<file path="config.mk">
export PLATFORM = sky130hd
export DESIGN_NAME = truth_table_sequencer_flat
export DESIGN_NICKNAME = d
export VERILOG_FILES = /design/src/rtl/truth_table_sequencer_if.sv /design/src/rtl/truth_table_sequencer.sv /design/src/flat_wrapper.sv
export SDC_FILE = /design/constraint.sdc
export NUM_CORES = 1
export LEC_CHECK = 0
export ABC_AREA = 1
export CELL_PAD_IN_SITES_DETAIL_PLACEMENT = 0
export CELL_PAD_IN_SITES_GLOBAL_PLACEMENT = 2
export CORE_MARGIN = 4
export CORE_UTILIZATION = 37
export CTS_CLUSTER_DIAMETER = 150
export DETAILED_ROUTE_END_ITERATION = 16
export DONT_BUFFER_PORTS = 1
export MAX_ROUTING_LAYER = met4
export PLACE_DENSITY = 0.85
export SYNTH_ARGS = -nofsm -noshare
export SYNTH_HDL_FRONTEND = slang
export SYNTH_SLANG_ARGS = --single-unit
</file>
<file path="constraint.sdc">
create_clock -name clk -period 4.2 [get_ports clk]
set_input_delay 1.05 -clock clk [delete_from_list [all_inputs] [get_ports clk]]
set_output_delay 1.05 -clock clk [all_outputs]
set_load 0.03 [all_outputs]
</file>
<file path="src/rtl/truth_table_sequencer_if.sv">
// Control/status and gate-facing signals of the truth-table sequencer.
// valid/ready style does not apply: start/abort are level-sampled, done is a one-cycle pulse.
interface truth_table_sequencer_if #(
   parameter int N_IN = 3
) ();
   logic                 start;
   logic                 abort;
   logic [N_IN-1:0]      dut_in;
   logic                 dut_out;
   logic                 busy;
   logic                 done;
   logic                 pass;
   logic [2**N_IN-1:0]   table_q;
   logic [N_IN:0]        err_cnt;
   logic [N_IN-1:0]      fail_idx;
   logic [1:0]           state_dbg;

   modport slave (
      input  start, abort, dut_out,
      output dut_in, busy, done, pass, table_q, err_cnt, fail_idx, state_dbg
   );

   modport master (
      output start, abort, dut_out,
      input  dut_in, busy, done, pass, table_q, err_cnt, fail_idx, state_dbg
   );
endinterface

</file>
<file path="src/rtl/truth_table_sequencer.sv">
// Walks a combinational gate through all input vectors, captures its truth table and
// compares it against EXPECTED, reporting pass, mismatch count and first failing index.
module truth_table_sequencer #(
   parameter int                  N_IN     = 3,
   parameter int                  SETTLE   = 2,
   parameter logic [2**N_IN-1:0]  EXPECTED = 8'h7F
) (
   input  logic                    clk,
   input  logic                    rst_n,
   truth_table_sequencer_if.slave  bus
);
   localparam int NV = 2**N_IN;
   localparam int CW = (SETTLE > 1) ? $clog2(SETTLE) : 1;

   typedef enum logic [1:0] {S_IDLE, S_SETTLE, S_SAMPLE, S_DONE} state_t;

   state_t            r_state;
   state_t            w_next;
   logic [N_IN-1:0]   r_vec;
   logic [CW-1:0]     r_cnt;
   logic [NV-1:0]     r_table;
   logic [N_IN:0]     r_err;
   logic [N_IN-1:0]   r_fail;
   logic              r_pass;

   logic              w_mismatch;
   logic [N_IN:0]     w_err_inc;
   logic              w_last;
   logic              w_drive;

   assign w_mismatch = (bus.dut_out != EXPECTED[r_vec]);
   assign w_err_inc  = r_err + (N_IN+1)'(w_mismatch);
   assign w_last     = (r_vec == N_IN'(NV-1));
   assign w_drive    = (r_state == S_SETTLE) || (r_state == S_SAMPLE);

   always_ff @(posedge clk or negedge rst_n) begin
      if (!rst_n) r_state <= S_IDLE;
      else        r_state <= w_next;
   end

   // abort overrides every transition, including a start seen in the same cycle
   always_comb begin
      w_next = r_state;
      if (bus.abort) begin
         w_next = S_IDLE;
      end else begin
         case (r_state)
            S_IDLE:   if (bus.start) w_next = S_SETTLE;
            S_SETTLE: if (r_cnt == '0) w_next = S_SAMPLE;
            S_SAMPLE: w_next = w_last ? S_DONE : S_SETTLE;
            S_DONE:   w_next = S_IDLE;
            default:  w_next = S_IDLE;
         endcase
      end
   end

   always_ff @(posedge clk or negedge rst_n) begin
      if (!rst_n) begin
         r_vec   <= '0;
         r_cnt   <= '0;
         r_table <= '0;
         r_err   <= '0;
         r_fail  <= '0;
         r_pass  <= 1'b0;
      end else if (!bus.abort) begin
         case (r_state)
            S_IDLE: begin
               if (bus.start) begin
                  r_vec   <= '0;
                  r_cnt   <= CW'(SETTLE-1);
                  r_table <= '0;
                  r_err   <= '0;
                  r_fail  <= '0;
                  r_pass  <= 1'b0;
               end
            end
            S_SETTLE: begin
               if (r_cnt != '0) r_cnt <= r_cnt - CW'(1);
            end
            S_SAMPLE: begin
               r_table[r_vec] <= bus.dut_out;
               if (w_mismatch) begin
                  r_err <= w_err_inc;
                  if (r_err == '0) r_fail <= r_vec;
               end
               // pass is registered here so it is already valid in the done cycle
               if (w_last) begin
                  r_pass <= (w_err_inc == '0);
               end else begin
                  r_vec <= r_vec + N_IN'(1);
                  r_cnt <= CW'(SETTLE-1);
               end
            end
            default: ;
         endcase
      end
   end

   assign bus.dut_in    = w_drive ? r_vec : '0;
   assign bus.busy      = w_drive;
   assign bus.done      = (r_state == S_DONE);
   assign bus.pass      = r_pass;
   assign bus.table_q   = r_table;
   assign bus.err_cnt   = r_err;
   assign bus.fail_idx  = r_fail;
   assign bus.state_dbg = r_state;
endmodule

</file>
<file path="src/flat_wrapper.sv">
// flat-port wrapper written by rule: the top's interface ports become plain ports
module truth_table_sequencer_flat 
#(
   parameter int                  N_IN     = 3,
   parameter int                  SETTLE   = 2,
   parameter logic [2**N_IN-1:0]  EXPECTED = 8'h7F
)
  (clk, rst_n, bus_start, bus_abort, bus_dut_out, bus_dut_in, bus_busy, bus_done, bus_pass, bus_table_q, bus_err_cnt, bus_fail_idx, bus_state_dbg);
  truth_table_sequencer_if #(.N_IN(N_IN)) bus_i ();
  input  logic clk;
  input  logic rst_n;
  input wire logic [$bits(bus_i.start)-1:0] bus_start;
  input wire logic [$bits(bus_i.abort)-1:0] bus_abort;
  input wire logic [$bits(bus_i.dut_out)-1:0] bus_dut_out;
  output wire logic [$bits(bus_i.dut_in)-1:0] bus_dut_in;
  output wire logic [$bits(bus_i.busy)-1:0] bus_busy;
  output wire logic [$bits(bus_i.done)-1:0] bus_done;
  output wire logic [$bits(bus_i.pass)-1:0] bus_pass;
  output wire logic [$bits(bus_i.table_q)-1:0] bus_table_q;
  output wire logic [$bits(bus_i.err_cnt)-1:0] bus_err_cnt;
  output wire logic [$bits(bus_i.fail_idx)-1:0] bus_fail_idx;
  output wire logic [$bits(bus_i.state_dbg)-1:0] bus_state_dbg;
  assign bus_i.start = bus_start;
  assign bus_i.abort = bus_abort;
  assign bus_i.dut_out = bus_dut_out;
  assign bus_dut_in = bus_i.dut_in;
  assign bus_busy = bus_i.busy;
  assign bus_done = bus_i.done;
  assign bus_pass = bus_i.pass;
  assign bus_table_q = bus_i.table_q;
  assign bus_err_cnt = bus_i.err_cnt;
  assign bus_fail_idx = bus_i.fail_idx;
  assign bus_state_dbg = bus_i.state_dbg;
  truth_table_sequencer #(.N_IN(N_IN), .SETTLE(SETTLE), .EXPECTED(EXPECTED)) u_core (.clk(clk), .rst_n(rst_n), .bus(bus_i));
endmodule
</file>
==> results of run 1 <==
[cell families after synthesis]
logic type	synth area share
flops	0.415
buf+inv	0.0764
compound gates	0.0764
simple gates	0.331
xor+xnor	0.00660
fa+ha+maj	0.0943
[worst max-delay path: stages (launching register included)]
cell and delay (ns):
dfrtp_1 0.61, inv_1 0.17, ha_1 0.53, nand2_1 0.09, inv_1 0.23
[layout make-up]
| cell class | count | share of cell area |
|---|---|---|
| Inverter | 18 | 0.0482 |
| Tap cell | 46 | 0.0410 |
| Sequential cell | 22 | 0.393 |
| Clock buffer | 3 | 0.0161 |
| Clock inverter | 1 | 0.0214 |
| Multi-Input combinational cell | 133 | 0.481 |
[cells in the mapped netlist (all sizes together)]
library cell / count / area share
a21oi: 2 / 0.0075
buf: 5 / 0.025
dfrtp: 22 / 0.42
ha: 10 / 0.094
inv: 18 / 0.051
nand2: 67 / 0.19
nand3: 18 / 0.068
nand4: 1 / 0.0047
nor2: 12 / 0.050
nor3: 4 / 0.015
o21ai: 17 / 0.064
o22ai: 1 / 0.0047
xor2: 1 / 0.0066
[worst max-delay path by stage]
stage | start | endpoint
after floorplan | u_core.bus.state_dbg[0] | bus_dut_in[0]
after global placement | u_core.bus.state_dbg[0] | bus_dut_in[0]
after detailed placement | u_core.bus.state_dbg[0] | bus_dut_in[2]
after CTS | u_core.bus.state_dbg[1] | bus_dut_in[2]
after global routing | u_core.bus.state_dbg[1] | bus_dut_in[1]
final | u_core.bus.state_dbg[1] | bus_dut_in[0]
[sequential cells by signal, summed over array words and instances (netlist names)]
name                  flops
u_core.bus.err_cnt        4
u_core.bus.state_dbg      2
u_core.r_cnt              1
u_core.bus.pass           1
u_core.bus.table_q        8
u_core.r_vec              3
u_core.bus.fail_idx       3
[where the power goes]
group          internal [mW]  switching (mW)
sequential             0.239          0.0767
combinational         0.0758           0.179
clock                 0.0965          0.0713
total                  0.411           0.327
[stage by stage]
| step | worst slack (ns) | total power, mW | cell area [um2] | std cells | util |
|---|---|---|---|---|---|
| global placement | 1.60 | 0.574 | 1350 | 219 | 0.398 |
| CTS | 1.18 | 0.748 | 1400 | 223 | 0.414 |
| finish | 1.21 | 0.738 | 1400 | 223 | 0.414 |
| detailed placement | 1.56 | 0.577 | 1350 | 219 | 0.398 |
| global route | 1.06 | 0.800 | 1400 | 223 | 0.414 |
| floorplan | 1.67 | 0.538 | 1330 | 178 | - |
[routing by layer]
| layer | GRT usage | up-vias | part of all wire |
|---|---|---|---|
| met3 | 0.0394 | 4 | 0.074 |
| li1 | - | 567 | - |
| met1 | 0.185 | 476 | 0.51 |
| met2 | 0.215 | 29 | 0.40 |
| met4 | 0.0372 | 0 | 0.012 |
| met5 | - | - | 0 |
==> impl_metrics.tcl, run 1 <==
set metrics [dict create \
    drc 0 \
    layout_common_cells "65 x nand2_1, 22 x dfrtp_1, 18 x inv_1, 18 x nand3_1, 10 x ha_1" \
    overflow 0 \
    dr.pass1.iters 4 \
    avgRoutedWirePerCell_um 12.3 \
    clk_pin_slew_ns 0.13 \
    min_path_type "input port to asynchronous set/reset pin" \
    worst_pin_slew_ns 0.527 \
    ys_warn_count 0 \
    cp-end-kind "output port" \
    root_buffer "clkbuf_4" \
    required_ns 3.15 \
    antenna_found_initial 0 \
    ioPinCount 28 \
    cp_max_fo 5 \
    ant_nets 0 \
    drt-total-wl_um 2750 \
    die_h_um 67.9 \
    ir_worst_vdd_mv 0.251 \
    start_kind "flop" \
    hpwlAfterDp_um 2010 \
    core_area_mm2 0.00339 \
    fin_crit_sh 0.712 \
    antennaDiodeCount 0 \
    syn_inst 178 \
    drive_gt1_frac 0.0508 \
    min_period_ns 2.99 \
    hold_viol 0 \
    grt_pass1_vias 1053 \
    avgViaCountPerCell 4.83 \
    port_buffers 0 \
    maxCapViolations 0 \
    fin_skew_ns 0.00281 \
    r2r_setup_slack_ns 1.86 \
    ff_latch_area_um2 551 \
    maxSlewViolCount 0 \
    h-tree-depth 1 \
    r2r_cells 11 \
    avgSynthCellArea_um2 7.45 \
    route.vias.total 1076 \
    die-area_mm2 0.00461 \
    cts_resized 0 \
    synth_fp_nets 193 \
    yosysSeqAreaShare 0.415 \
    power.leakage_nw 0.752 \
    post_cts.repair.setup_buffers 0 \
    status "finished, final reports clean" \
    num-fill-cells 369 \
    insertion_delay_ns 0.32 \
    die_w_um 67.9 \
    power_density_mw_per_mm2 526 \
    regToRegStartpoint "u_core.r_vec[0]" \
    cts_made_buffers 3 \
    relSlewSlack 0.649 \
    synth_seq_cells 22 \
    hold_slack_ns 0.402 \
    rr_endpoint "u_core.bus.pass" \
    crit_arrival_ns 1.94 \
    nets 193 \
    grt_pass1_wl_um 4820 \
    setup-violations-final 0 \
    grt_max_degree 23 \
    place.gp.congestion 0.792 \
    cts_hold_buf 0 \
    cts_sinks 22 \
    start_util 0.391 \
    rows 21 \
    synth_cell_types 19 \
    clockBufferDepth 2 \
    grt_usage 0.141 \
    final_common_cell "nand2_1" \
    setup_tns_ns 0 \
    syn-cell-area_mm2 0.00133 \
    area_growth_pct 5.76 \
    cts_tree "done" \
    rsz0062_at_grt "no" \
    crit_type "flop to output port" \
    drt_iter0_markers 38 \
    multi_input_area_um2 674 \
    max_freq_ghz 0.335 \
]
(Power assumes the default switching activity.)
==> run 2: changes to the inputs <==
CORE_UTILIZATION = 31   (was 37)
PLACE_DENSITY = 0.76   (was 0.85)
clock period = 2.4 ns   (was 4.2 ns; I/O delays follow)
==> run 2 against run 1 <==
Cell area up 3.7%; register-to-register slack worse by 1.5 ns; count of clock-buffer cells in the layout up 1; setup slack worse by 0.97 ns; global-route usage down 2.4 points; largest power group is now combinational logic; core utilization down 5.5 points; hold slack worse by 0.39 ns; clock skew up 0.0030 ns; wire length up 5.8%.
==> impl_metrics.tcl, run 2 (synthesis gave the netlist of run 1 again) <==
set metrics [dict create \
    die_w_um 73.4 \
    met1_usage 0.142 \
    worst_slack_ns 0.245 \
    grt_pass1_wl_um 4880 \
    crit_arrival_ns 1.56 \
    drt_iter0_markers 56 \
    fin_util 0.359 \
    required_ns 1.80 \
    dp_slack_ns 0.302 \
    cp-end-kind "output port" \
    rsz0062_at_grt "no" \
    antenna_found_initial 0 \
    grt_pass1_vias 1054 \
    nets 199 \
    relSlewSlack 0.642 \
    placedCellCount 229 \
    power_switching_uw 586 \
    overflow 0 \
    cts_sinks 22 \
    place.gp.congestion 0.722 \
    crit_type "flop to output port" \
    p_sw_frac 0.442 \
    hold_viol 0 \
    min_path_type "input port to asynchronous set/reset pin" \
    die-area_mm2 0.00539 \
    post_cts.repair.setup_buffers 0 \
    power.leakage_nw 0.785 \
    final_cells 233 \
    ant_nets 0 \
    drive_gt1_frac 0.0820 \
    rr_endpoint "u_core.bus.pass" \
    avgRoutedWirePerCell_um 12.5 \
    pwr-share-comb 0.424 \
    p_int_uw 740 \
    ir_worst_vdd_mv 0.536 \
    cts_made_buffers 3 \
    final_common_cell "nand2_1" \
    start_util 0.327 \
    max_freq_ghz 0.464 \
    largest_register_ffs 8 \
    seq_power_share 0.369 \
    drc 0 \
    maxCapViolations 0 \
    insertion_delay_ns 0.27 \
    hpwlAfterDp_um 2180 \
    setup-violations-final 0 \
    antennaDiodeCount 0 \
    pwr-share-clk 0.207 \
    cp_max_fo 4 \
    core_area_mm2 0.00406 \
    die_h_um 73.4 \
    clk_pin_slew_ns 0.09 \
    cts_hold_buf 0 \
    min_period_ns 2.16 \
    cts_tree "done" \
    grt_max_degree 23 \
    gr-max-usage-layer "met2" \
    worst_pin_slew_ns 0.537 \
    maxSlewViolCount 0 \
    fin_skew_ns 0.00585 \
    h-tree-depth 1 \
    p_total_mw 1.33 \
    regToRegStartpoint "u_core.r_vec[0]" \
    port_buffers 0 \
    cts_resized 0 \
    dr.pass1.iters 4 \
    fin_crit_sh 0.898 \
    ioPinCount 28 \
    rows 23 \
    r2r_setup_slack_ns 0.32 \
    route.vias.total 1109 \
    area_growth_pct 9.72 \
    cp-startpoint "u_core.bus.state_dbg[1]" \
    status "finished, final reports clean" \
    crit_end "bus_dut_in[2]" \
    grt_usage 0.117 \
    use_met2 0.188 \
    layout_common_cells "65 x nand2_1, 22 x dfrtp_1, 18 x inv_1, 18 x nand3_1, 10 x ha_1" \
    setup_tns_ns 0 \
    root_buffer "clkbuf_8" \
    power_density_mw_per_mm2 911 \
    drt-total-wl_um 2910 \
    clockBufferDepth 2 \
    use_met3 0.0451 \
    start_kind "flop" \
    r2r_cells 11 \
    avgViaCountPerCell 4.76 \
]
run 2: power groups by stage:
stage,Sequential (mW),Clock [mW],Combinational (mW)
final,0.489,0.274,0.563
after global routing,0.496,0.291,0.629
after CTS,0.491,0.284,0.571
after detailed placement,0.498,0,0.569
after global placement,0.495,0,0.563
after floorplan,0.521,0,0.422
run 2: worst min path at each step:
stage	to	slack, ns	depth (start not counted)
finish	u_core.bus.err_cnt[1]	0.02	0
global placement	u_core.bus.err_cnt[3]	0.31	0
global route	u_core.r_cnt	0.007	0
floorplan	u_core.bus.err_cnt[0]	0.30	0
detailed placement	u_core.bus.err_cnt[3]	0.31	0
CTS	u_core.bus.err_cnt[3]	0.009	0
run 2: routing by layer:
metal	wire [um]	part of all wire	vias up
met3	177	0.061	2
li1	-	-	580
met5	0	0	-
met1	1440	0.49	506
met2	1280	0.44	21
met4	13	0.0045	0
run 2: stage by stage:
step	hold WS (ns)	area, um2
finish	0.0154	1460
global route	0.00663	1460
CTS	0.00907	1460
detailed placement	0.305	1400
global placement	0.305	1400
floorplan	0.304	1330
run 2: critical path, cell delays in order, from the launching register on:
cell	delay, ns
dfrtp_1	0.38
buf_4	0.19
inv_1	0.10
ha_1	0.35
nand2_1	0.07
inv_1	0.21
run 2: layout make-up:
class / count / area [um2]
Tap cell: 50 / 62.6
Multi-Input combinational cell: 133 / 674
Fill cell: 428 / 2600
Inverter: 18 / 67.6
Clock buffer: 4 / 55.1
Sequential cell: 22 / 551
Timing Repair Buffer: 6 / 45.0
